## src/rtl/ctrl_pkg.sv

```systemverilog
// Shared encodings for the multi-cycle control unit: FSM states, opcode/funct
// values, ALUOp and PCSrc codes, the decoded instruction class and the ALUOp helper.
package ctrl_pkg;

  localparam logic [2:0] S_IF   = 3'b000;
  localparam logic [2:0] S_ID   = 3'b001;
  localparam logic [2:0] S_EXE  = 3'b010;
  localparam logic [2:0] S_MEM  = 3'b011;
  localparam logic [2:0] S_WB   = 3'b100;
  localparam logic [2:0] S_HALT = 3'b101;

  localparam logic [5:0] OP_RTYPE = 6'b000000;
  localparam logic [5:0] OP_BLTZ  = 6'b000001;
  localparam logic [5:0] OP_J     = 6'b000010;
  localparam logic [5:0] OP_JAL   = 6'b000011;
  localparam logic [5:0] OP_BEQ   = 6'b000100;
  localparam logic [5:0] OP_BNE   = 6'b000101;
  localparam logic [5:0] OP_ADDI  = 6'b001000;
  localparam logic [5:0] OP_ORI   = 6'b001101;
  localparam logic [5:0] OP_LW    = 6'b100011;
  localparam logic [5:0] OP_SW    = 6'b101011;
  localparam logic [5:0] OP_HALT  = 6'b111111;

  localparam logic [5:0] F_ADD = 6'b100000;
  localparam logic [5:0] F_SUB = 6'b100010;
  localparam logic [5:0] F_AND = 6'b100100;
  localparam logic [5:0] F_OR  = 6'b100101;
  localparam logic [5:0] F_SLT = 6'b101010;
  localparam logic [5:0] F_SLL = 6'b000000;
  localparam logic [5:0] F_JR  = 6'b001000;

  localparam logic [2:0] ALU_ADD = 3'b000;
  localparam logic [2:0] ALU_SUB = 3'b001;
  localparam logic [2:0] ALU_AND = 3'b010;
  localparam logic [2:0] ALU_OR  = 3'b011;
  localparam logic [2:0] ALU_SLT = 3'b100;
  localparam logic [2:0] ALU_SLL = 3'b101;

  localparam logic [1:0] PC_NEXT   = 2'b00;
  localparam logic [1:0] PC_BRANCH = 2'b01;
  localparam logic [1:0] PC_JR     = 2'b10;
  localparam logic [1:0] PC_JUMP   = 2'b11;

  typedef struct packed {
    logic rtype;
    logic itype_alu;
    logic load;
    logic store;
    logic branch;
    logic jump;
    logic link;
    logic jr;
    logic halt;
    logic unknown;
  } dec_t;

  function automatic logic [2:0] alu_op(input logic [5:0] op, input logic [5:0] fn);
    logic [2:0] r;
    r = ALU_ADD;
    case (op)
      OP_RTYPE: begin
        case (fn)
          F_SUB:   r = ALU_SUB;
          F_AND:   r = ALU_AND;
          F_OR:    r = ALU_OR;
          F_SLT:   r = ALU_SLT;
          F_SLL:   r = ALU_SLL;
          default: r = ALU_ADD;
        endcase
      end
      OP_ORI:                    r = ALU_OR;
      OP_BEQ, OP_BNE, OP_BLTZ:   r = ALU_SUB;
      default:                   r = ALU_ADD;
    endcase
    return r;
  endfunction

endpackage

```

## src/rtl/ctrl_decode.sv

```systemverilog
// Combinational opcode/funct to instruction-class decode.
// jal/jr are recognised only when CTRL_JUMP_LINK_EN is defined.
module ctrl_decode
  import ctrl_pkg::*;
(
  input  logic [5:0] opcode,
  input  logic [5:0] funct,
  output dec_t       dec
);

  always_comb begin
    dec = '0;
    case (opcode)
      OP_RTYPE: begin
        case (funct)
          F_ADD, F_SUB, F_AND, F_OR, F_SLT, F_SLL: dec.rtype = 1'b1;
`ifdef CTRL_JUMP_LINK_EN
          F_JR:    dec.jr = 1'b1;
`endif
          default: dec.unknown = 1'b1;
        endcase
      end
      OP_ADDI, OP_ORI:         dec.itype_alu = 1'b1;
      OP_LW:                   dec.load      = 1'b1;
      OP_SW:                   dec.store     = 1'b1;
      OP_BEQ, OP_BNE, OP_BLTZ: dec.branch    = 1'b1;
      OP_J:                    dec.jump      = 1'b1;
`ifdef CTRL_JUMP_LINK_EN
      OP_JAL: begin
        dec.jump = 1'b1;
        dec.link = 1'b1;
      end
`endif
      OP_HALT:                 dec.halt      = 1'b1;
      default:                 dec.unknown   = 1'b1;
    endcase
  end

endmodule

```

## src/rtl/control_fsm.sv

```systemverilog
// Multi-cycle MIPS-style control unit: IF/ID/EXE/MEM/WB/HALT sequencer with
// combinational control outputs. Define CTRL_JUMP_LINK_EN to enable jal/jr.
module control_fsm
  import ctrl_pkg::*;
(
  input  logic       CLK,
  input  logic       Reset,
  input  logic [5:0] opcode,
  input  logic [5:0] funct,
  input  logic       zero,
  input  logic       sign,
  output logic       PCWre,
  output logic [1:0] PCSrc,
  output logic       IRWre,
  output logic       InsMemRW,
  output logic       mRD,
  output logic       mWR,
  output logic       RegWre,
  output logic [1:0] RegDst,
  output logic       ALUSrcA,
  output logic       ALUSrcB,
  output logic       ExtSel,
  output logic       DBDataSrc,
  output logic       WrRegDSrc,
  output logic [2:0] ALUOp,
  output logic [2:0] state
);

  dec_t       dec;
  logic [2:0] state_nx;
  logic       br_taken;

  ctrl_decode u_decode (
    .opcode (opcode),
    .funct  (funct),
    .dec    (dec)
  );

  always_ff @(posedge CLK or negedge Reset) begin
    if (!Reset) state <= S_IF;
    else        state <= state_nx;
  end

  always_comb begin
    state_nx = S_IF;
    case (state)
      S_IF:   state_nx = S_ID;
      S_ID: begin
        if (dec.halt)                                state_nx = S_HALT;
        else if (dec.jump || dec.jr || dec.unknown)  state_nx = S_IF;
        else                                         state_nx = S_EXE;
      end
      S_EXE: begin
        if (dec.branch)                  state_nx = S_IF;
        else if (dec.load || dec.store)  state_nx = S_MEM;
        else                             state_nx = S_WB;
      end
      S_MEM:  state_nx = dec.load ? S_WB : S_IF;
      S_WB:   state_nx = S_IF;
      S_HALT: state_nx = S_HALT;
      default: state_nx = S_IF;
    endcase
  end

  assign br_taken = ((opcode == OP_BEQ)  &&  zero) ||
                    ((opcode == OP_BNE)  && !zero) ||
                    ((opcode == OP_BLTZ) &&  sign);

  // Outputs are gated by Reset so every strobe drops the instant Reset falls.
  always_comb begin
    PCWre     = 1'b0;
    PCSrc     = PC_NEXT;
    IRWre     = 1'b0;
    InsMemRW  = 1'b1;
    mRD       = 1'b0;
    mWR       = 1'b0;
    RegWre    = 1'b0;
    RegDst    = 2'b00;
    ALUSrcA   = 1'b0;
    ALUSrcB   = 1'b0;
    ExtSel    = 1'b0;
    DBDataSrc = 1'b0;
    WrRegDSrc = 1'b0;
    ALUOp     = ALU_ADD;
    if (Reset) begin
      IRWre = (state == S_IF);
      case (state)
        S_ID: begin
          PCWre  = dec.jump || dec.jr || dec.unknown;
          RegWre = dec.link;
        end
        S_EXE: PCWre = dec.branch;
        S_MEM: begin
          PCWre = dec.store;
          mRD   = dec.load;
          mWR   = dec.store;
        end
        S_WB: begin
          PCWre  = 1'b1;
          RegWre = dec.rtype || dec.itype_alu || dec.load;
        end
        default: ;
      endcase
      if (PCWre) begin
        if (dec.jump)                   PCSrc = PC_JUMP;
        else if (dec.jr)                PCSrc = PC_JR;
        else if (dec.branch && br_taken) PCSrc = PC_BRANCH;
      end
      if (dec.link)                                          RegDst = 2'b00;
      else if (dec.rtype)                                    RegDst = 2'b10;
      else if (dec.itype_alu || dec.load || dec.store || dec.branch) RegDst = 2'b01;
      ALUSrcA   = dec.rtype && (funct == F_SLL);
      ALUSrcB   = dec.itype_alu || dec.load || dec.store;
      ExtSel    = (opcode != OP_ORI);
      DBDataSrc = dec.load;
      WrRegDSrc = !dec.link;
      ALUOp     = alu_op(opcode, funct);
    end
  end

endmodule

```

## config.mk

```make
export PLATFORM = sky130hd
export DESIGN_NAME = control_fsm
export DESIGN_NICKNAME = d
export VERILOG_FILES = /design/src/rtl/ctrl_pkg.sv /design/src/rtl/ctrl_decode.sv /design/src/rtl/control_fsm.sv
export SDC_FILE = /design/constraint.sdc
export NUM_CORES = 1
export LEC_CHECK = 0
export ABC_AREA = 1
export CAP_MARGIN = 20
export CORE_MARGIN = 5
export CORE_UTILIZATION = 37
export DETAILED_ROUTE_END_ITERATION = 10
export PLACE_DENSITY = 0.9
export SYNTH_ARGS = -nofsm -noshare
export SYNTH_HDL_FRONTEND = slang
export SYNTH_SLANG_ARGS = --single-unit
```

## constraint.sdc

```tcl
create_clock -name CLK -period 1.71 [get_ports CLK]
set_input_delay 0.342 -clock CLK [delete_from_list [all_inputs] [get_ports CLK]]
set_output_delay 0.342 -clock CLK [all_outputs]
set_load 0.01 [all_outputs]
```

Yosys cells after proc, flatten, opt, wreduce, memory -nomap -nowiden
Cells that the tools add are included.
{"block": "classes", "n_eq_ne": 20, "n_mux": 41, "n_reduce_logical": 22}
{"cell": "$eq A6 B6 Y1 const B", "n": 8}
{"cell": "$pmux W3 S5", "n": 2}
{"cell": "$mux W1", "n": 25}
{"cell": "$mux W3", "n": 5}
{"cell": "$eq A6 B3 Y1 const B", "n": 2}
{"cell": "$eq A6 B4 Y1 const B", "n": 2}
{"cell": "$logic_not A6 Y1", "n": 2}
{"cell": "$mux W2", "n": 6}
{"cell": "$logic_or A1 B1 Y1", "n": 9}
{"cell": "$pmux W3 S3", "n": 1}
{"cell": "$reduce_or A9 Y1", "n": 1}
{"cell": "$eq A3 B2 Y1 const B", "n": 2}
{"cell": "$eq A3 B3 Y1 const B", "n": 2}
{"cell": "$eq A6 B1 Y1 const B", "n": 1}
{"cell": "$eq A6 B2 Y1 const B", "n": 1}
{"cell": "$ne A6 B4 Y1 const B", "n": 1}
{"cell": "$reduce_or A6 Y1", "n": 1}
{"cell": "$logic_and A1 B1 Y1", "n": 5}
{"cell": "$pmux W1 S4", "n": 1}
{"cell": "$eq A3 B1 Y1 const B", "n": 1}
{"cell": "$logic_not A3 Y1", "n": 1}
{"cell": "$reduce_or A3 Y1", "n": 1}
{"cell": "$pmux W1 S2", "n": 1}
{"cell": "$reduce_or A2 Y1", "n": 1}
{"cell": "$logic_not A1 Y1", "n": 1}
{"block": "totals", "register_bits": 3, "input_bits": 16, "out_inout_bits": 21}

Depth between registers and ports, before layout
Gate-level depths: netlist of the first run.
{"block": "logic_depth", "word_depth": 9, "ltp_mapped": 11, "ltp_nobuf": 11}

Hierarchy
A second synthesis of the first run with hierarchy kept.
{"block": "hier_totals", "hier_cells": 163, "area_unflattened_um2": 833.3}
{"mod": "control_fsm", "n_inst": 1, "cells_each": 109, "area_per_inst_um2": 594.3}
{"mod": "ctrl_decode", "n_inst": 1, "cells_each": 54, "area_per_inst_um2": 239.0}

Worst setup path after synthesis of the first run
OpenSTA, ideal clock, no wires.
{"block": "synth_path", "path_kind": "reg2out", "start": "reg state[1]", "end": "out PCSrc[0]", "t_arrival_ps": 1216, "slack_ps": 152, "path_stages_with_launch": 9, "n_path_buf": 0, "cell_sequence": "dfrtp_1 -> inv_1 -> nor3_1 -> nand4_1 -> nand2_1 -> a21oi_1 -> nand2_1 -> nand2_1 -> nor2_1"}
{"block": "synth_between", "elab_chain_len": 5, "word_cells_on_any_way": 8, "cone_classes": "eq/ne: 4; mux: 4"}
{"item": "start: declaration", "line_no": "control_fsm.sv:26", "source": "output logic [2:0] state"}
{"item": "start signal: assignment", "line_no": "control_fsm.sv:41", "source": "else state <= state_nx;"}
{"item": "$eq A3 B3 Y1, or another cell as far along", "line_no": "control_fsm.sv:87", "source": "case (state)"}
{"item": "$pmux W1 S4 (*)", "line_no": "control_fsm.sv:87"}
{"item": "$mux W1 (*)", "line_no": "control_fsm.sv:85", "source": "if (Reset) begin"}
{"item": "$mux W2 (*)", "line_no": "control_fsm.sv:104", "source": "if (PCWre) begin"}
{"item": "$mux W2 (*)", "line_no": "control_fsm.sv:85"}
{"item": "end: declaration", "line_no": "control_fsm.sv:13", "source": "output logic [1:0] PCSrc,"}
Every way passes the cells marked *; elsewhere a longest branch is shown, timed or not. The select of a mux whose other input is x is not followed.

Final worst setup path of the first run
Same ends and word-level chain as after synthesis.

==> run_results.csv, run 1 <==
group,metric,value,unit
timing,period_minus_slack,1.867,ns
cells_and_area,finalNonFillerCells,226,
clocking,htree_levels,1,
timing,fin_ws,-0.1571,ns
clocking,clk_pin_slew,0.04,ns
placed_design,port_buffers,35,
floorplanning,rows,15,
timing,fin_crit_sh,109.2,%
hold_path,hold_class,"input port to async pin",
flow_run,cap_violations,0,
clocking,clk_latency,0.23,ns
synth,netlist_area,633.1,µm²
route,totalWireLength,3895,µm
synth,syn_avg_cell_area,4.908,µm²
worst_setup_path,crit_path_start_kind,"flip-flop",
route,drt_iter0_markers,60,
synth,ys_warn_count,0,
power_and_ir_drop,pwr_density_cell,495.8,nW/µm²
timing,max_freq,0.5356,GHz
floorplanning,ios,37,
global_routing,antenna_found_initial,0,
synth,ys_seq_elements,3,
floorplanning,die_height,51.37,µm
clocking,cts.path.max_buffers,2,
synth,synth-edff-count,0,
global_routing,grtUsageTotal,25.48,%
route,wire_per_inst,17.23,µm
run_status,outcome,"finished, violations left",
global_routing,grt_pass1_wl,5140,µm
cells_and_area,n_antenna_cell,0,
synth,seq_area_frac_synth,11.86,%
power_and_ir_drop,leakagePower,0.7994,nW
timing,rsz0062_at_grt,"true",
cells_and_area,layout.nets,226,
global_routing,overflow,0,
synth,async_flop_share,100.0,%
route,routed_via_density,5.584,
clocking,root_buffer,"clkbuf_4",
floorplanning,die_area,2638,µm²
timing,finClkSkew,0.002743,ns
cells_and_area,final_layout_size_suffix_gt1_share,66.03,%
timing,setup_viol,8,
timing,hold_viol_final,0,
route,ant_nets,0,
synth,synth_nets,145,
power_and_ir_drop,irDropWorstVdd,0.0006735,V
synth,yosys_most_used_dff,"dfrtp_1",
placed_design,dp_hpwl,2108,µm
worst_setup_path,crit_required,1.37,ns
clocking,clock_sinks,3,
floorplanning,die_w,51.37,µm
worst_setup_path,crit_fanout,3,
route,drc,0,
cells_and_area,largest_reg_flops,3,
placed_design,place.gp.congestion,0.8564,
clocking,cts_hold_buffers,0,
synth,synth_cell_types,19,
worst_setup_path,critPathCaptureType,"output pin",
route,drtPass1Iterations,4,
floorplanning,initial_core_util,37.90,%
clocking,cts_tree,"yes",
run_status,violations,"setup timing",
placed_design,place_inst,210,
route,vias,1262,
worst_setup_path,cp.arrival,1.53,ns
floorplanning,core_area,1670,µm²
cells_and_area,final_util,93.56,%
global_routing,grt_max_degree,9,
clocking,cts_buffers,3,
cells_and_area,top_regs,"state x3",
cells_and_area,area_growth,146.8,%
worst_setup_path,path_class,"flip-flop to output pin",
global_routing,first_global_vias,1219,
synth,synthCells,129,
placed_design,pre_cts_ws,-0.9444,ns
timing,slew_violations,0,
worst_setup_path,worst-r2r-cell-count,5,
cells_and_area,top_register,"state",
## worst max-delay path: stages, from the launching register on
cell and delay (ns):
dfrtp_1 0.35, inv_1 0.09, nor3_4 0.21, nand4_1 0.15, nand2_1 0.11, a21oi_2 0.04, nand2_1 0.07, nand2_2 0.07
nor2_1 0.08, buf_2 0.13
## per-stage QoR
step	setup TNS [ns]	hold WS, ns	total power [W]	area (µm²)
final	-0.6458	0.3570	0.0007749	1563
after global routing	-1.453	0.3958	0.0008314	1563
after CTS	-0.3360	0.3334	0.0006658	1325
after detailed placement	-12.47	0.6509	0.0005163	1222
after global placement	-11.63	0.6511	0.0005027	1222
after floorplan	0	0.04641	0.0002669	633.1
## path summary, 6_finish.rpt
| kind | end | slack (ns) | start |
|---|---|---|---|
| min | state[0] | 0.36 | Reset |
| min reg2reg | state[1] | 0.71 | state[0] |
| max reg2reg | state[2] | 0.42 | state[0] |
| max in group asynchronous | state[2] | 1.26 | Reset |
| min in group CLK | state[2] | 0.67 | opcode[1] |
| max | PCSrc[0] | -0.16 | state[1] |
## layout by cell type, fill, tap and decap left out, drive strengths merged, types with 3 or more instances in the layout
master and count:
a21oi 3, nor3 4, nand2 36, nand4 6, dfrtp 3, buf 68
nor2 31, nand3 14, inv 23, clkdlybuf4s50 6, dlygate4sd2 3, clkbuf 4
## layout make-up
cell class	count	area [µm²]
Clock buffer	4	26.28
Fill cell	62	107.6
Inverter	23	91.34
Multi-Input combinational cell	101	709.4
Sequential cell	3	75.07
Tap cell	17	21.27
Timing Repair Buffer	78	639.4
## cell usage after synthesis (2+ instances only)
cell,n,area [µm²]
o21ai_0,2,10.01
nand3_1,13,65.06
buf_4,2,15.01
nand2_1,35,131.4
nor3_1,4,20.02
nor2_1,28,105.1
inv_1,22,82.58
a21oi_1,3,15.01
nand4_1,6,37.54
nor2_2,3,18.77
dfrtp_1,3,75.07
## timing repair
action	CTS	global route
resized for setup	140	84
setup buffers	10	6
endpoints found under the setup margin	17	15
pin swaps	14	38
## logic make-up after synthesis
logic type      Yosys count  share of synthesized area (%)
other cells               1                         0.5923
flops                     3                          11.86
compound gates            9                          9.289
simple gates             91                          62.25
buf+inv                  25                          16.01
## report_power, final
part | total (W) | switching [W] | internal [W] | leakage (nW)
Clock | 0.000121 | 0.0000338 | 0.0000873 | 0.0150
Combinational | 0.000547 | 0.000291 | 0.000255 | 0.745
Sequential | 0.000107 | 0.0000159 | 0.0000913 | 0.0393
Total | 0.000775 | 0.000341 | 0.000434 | 0.799
## per-layer routing
metal	wire [µm]	global-route usage, %	up-vias
met2	1915	48.73	79
li1	-	-	571
met5	0	0	-
met4	204	14.85	0
met3	251	2.915	21
met1	1522	25.96	591
No activity file was read; power rests on OpenSTA's default activity.
==> inputs of run 2 (changes only) <==
--- a/config.mk
+++ b/config.mk
@@ -8,9 +8,9 @@
 export ABC_AREA = 1
 export CAP_MARGIN = 20
 export CORE_MARGIN = 5
-export CORE_UTILIZATION = 37
+export CORE_UTILIZATION = 33
 export DETAILED_ROUTE_END_ITERATION = 10
-export PLACE_DENSITY = 0.9
+export PLACE_DENSITY = 0.85
 export SYNTH_ARGS = -nofsm -noshare
 export SYNTH_HDL_FRONTEND = slang
 export SYNTH_SLANG_ARGS = --single-unit
==> constraint.sdc (replaced) <==
create_clock -name CLK -period 1.6 [get_ports CLK]
set_input_delay 0.32 -clock CLK [delete_from_list [all_inputs] [get_ports CLK]]
set_output_delay 0.32 -clock CLK [all_outputs]
set_load 0.01 [all_outputs]
==> run_results.csv, run 2 (same netlist as run 1, synthesis figures left out) <==
group,metric,value,unit
floorplanning,die_height,53.80,µm
timing,hold_ws,0.07191,ns
cells_and_area,finalNonFillerCells,234,
cells_and_area,top_regs,"state x3",
timing,slew_violations,0,
clocking,htree_levels,1,
placed_design,dp_hpwl,2030,µm
route,drc,0,
clocking,cts_hold_buffers,0,
power_and_ir_drop,leakagePower,0.8183,nW
timing,rsz0062_at_grt,"true",
global_routing,first_global_vias,1161,
clocking,cts_tree,"yes",
timing,max_freq,0.5312,GHz
route,vias,1228,
worst_setup_path,critPathCaptureType,"output pin",
timing,tns,-1.412,ns
route,drt_iter0_markers,42,
worst_setup_path,crit_fanout,3,
timing,finClkSkew,0.001220,ns
timing,fin_ws,-0.2826,ns
route,routed_via_density,5.248,
floorplanning,ios,37,
worst_setup_path,cpLargestDelayFamily,"simple AND/OR/NAND/NOR gates",
clocking,cts.path.max_buffers,2,
route,wl_met1,1465,µm
timing,period_minus_slack,1.883,ns
floorplanning,die_w,53.80,µm
clocking,clock_sinks,3,
floorplanning,rows,15,
global_routing,overflow,0,
timing,setup_viol,13,
hold_path,hold_class,"input port to async pin",
worst_setup_path,crit_chain,"buf_4 > nor3_2 > a21oi_2 > nand2_1 > nand2_2 > nor2_1 > buf_2",
clocking,clk_latency,0.23,ns
worst_setup_path,path_class,"flip-flop to output pin",
worst_setup_path,crit_path_start_kind,"flip-flop",
power_and_ir_drop,p_total,0.0008322,W
global_routing,grt_max_degree,9,
cells_and_area,n_antenna_cell,0,
cells_and_area,layout_commonest_cell,"buf_4",
worst_setup_path,crit_buf_inv,2,
cells_and_area,area_growth,143.7,%
cells_and_area,stdcell_area,1543,µm²
route,wl_met2,1925,µm
worst_setup_path,critical-path-max-stage-delay,0.40,ns
route,totalWireLength,3778,µm
timing,hold_viol_final,0,
clocking,cts_buffers,3,
clocking,clk_pin_slew,0.03,ns
floorplanning,initial_core_util,35.51,%
run_status,outcome,"finished, violations left",
placed_design,place_inst,218,
route,drtPass1Iterations,4,
clocking,root_buffer,"clkbuf_4",
power_and_ir_drop,pwr_density_cell,539.4,nW/µm²
run_status,violations,"setup timing",
cells_and_area,largest_reg_flops,3,
placed_design,port_buffers,35,
floorplanning,die_area,2894,µm²
cells_and_area,mostFrequentLayoutCells,"buf_4, nand2_1, nand2_2, nor2_4",
global_routing,grt_pass1_wl,4988,µm
cells_and_area,top_register,"state",
flow_run,cap_violations,0,
timing,fin_crit_sh,117.7,%
route,wire_per_inst,16.15,µm
placed_design,place.gp.congestion,0.8138,
worst_setup_path,cp.arrival,1.56,ns
global_routing,grtUsageTotal,23.02,%
worst_setup_path,crit_required,1.28,ns
cells_and_area,nFillCells,98,
route,wl_met3,254,µm
cells_and_area,layout.nets,226,
power_and_ir_drop,irDropWorstVdd,0.0007281,V
floorplanning,core_area,1783,µm²
route,ant_nets,0,
cells_and_area,final_layout_size_suffix_gt1_share,65.55,%
global_routing,antenna_found_initial,0,
worst_setup_path,critPathSlowestCell,"dfrtp_1",
route,top_layer,"met4",
placed_design,place_area,1232,µm²
[run 2: area by class of cell]
type	count	area [µm²]	share of cell area, %
tap	25	31.28	2.028
multi-input combinational	101	684.4	44.36
timing repair buffer	78	631.9	40.96
clock buffer	4	26.28	1.703
inverter	23	93.84	6.083
sequential	3	75.07	4.866
[run 2: worst paths after layout]
kind	startpoint	endpoint	slack (ns)	cells after the start
worst max-delay path	state[0]	PCSrc[0]	-0.28	7
worst min-delay path	Reset	state[2]	0.07	2
worst max register to register	state[0]	state[2]	0.21	5
worst min register to register	state[1]	state[1]	0.70	4
max in group asynchronous	Reset	state[1]	1.43	2
min in group CLK	opcode[4]	state[2]	0.66	5
[run 2: what timing repair did]
item                                   CTS  global route
resized for setup                      166            54
setup endpoints to repair               17            16
buffers inserted                         9             6
pin swaps                               25            24
endpoints found under the hold margin    0             0
[run 2: layer usage]
metal	track usage, %	up-vias
li1	-	575
met1	24.75	570
met2	45.56	67
met3	2.493	16
met4	7.234	0
met5	0	-
[run 2: per-stage QoR]
| stage | utilization [%] | setup WS (ns) |
|---|---|---|
| after floorplan | - | 0.06391 |
| after global placement | 69.12 | -0.9237 |
| after detailed placement | 69.12 | -1.005 |
| after CTS | 77.75 | -0.2205 |
| after global routing | 86.53 | -0.4258 |
| final | 86.53 | -0.2826 |
[run 2: power by group]
part	internal, W	switching [W]	total (W)	leakage, nW
Combinational	0.000277	0.000309	0.000586	0.764
Clock	0.0000931	0.0000340	0.000127	0.0150
Sequential	0.0000976	0.0000211	0.000119	0.0393
Total	0.000468	0.000364	0.000832	0.818
==> inputs of run 3 (changes only) <==
--- a/config.mk
+++ b/config.mk
@@ -9,6 +9,7 @@
 export CAP_MARGIN = 20
 export CORE_MARGIN = 5
 export CORE_UTILIZATION = 33
+export CTS_CLUSTER_SIZE = 10
 export DETAILED_ROUTE_END_ITERATION = 10
 export PLACE_DENSITY = 0.85
 export SYNTH_ARGS = -nofsm -noshare
==> results of run 3 <==
Same layout as run 2: the final DEF is identical, and so are final timing and power.
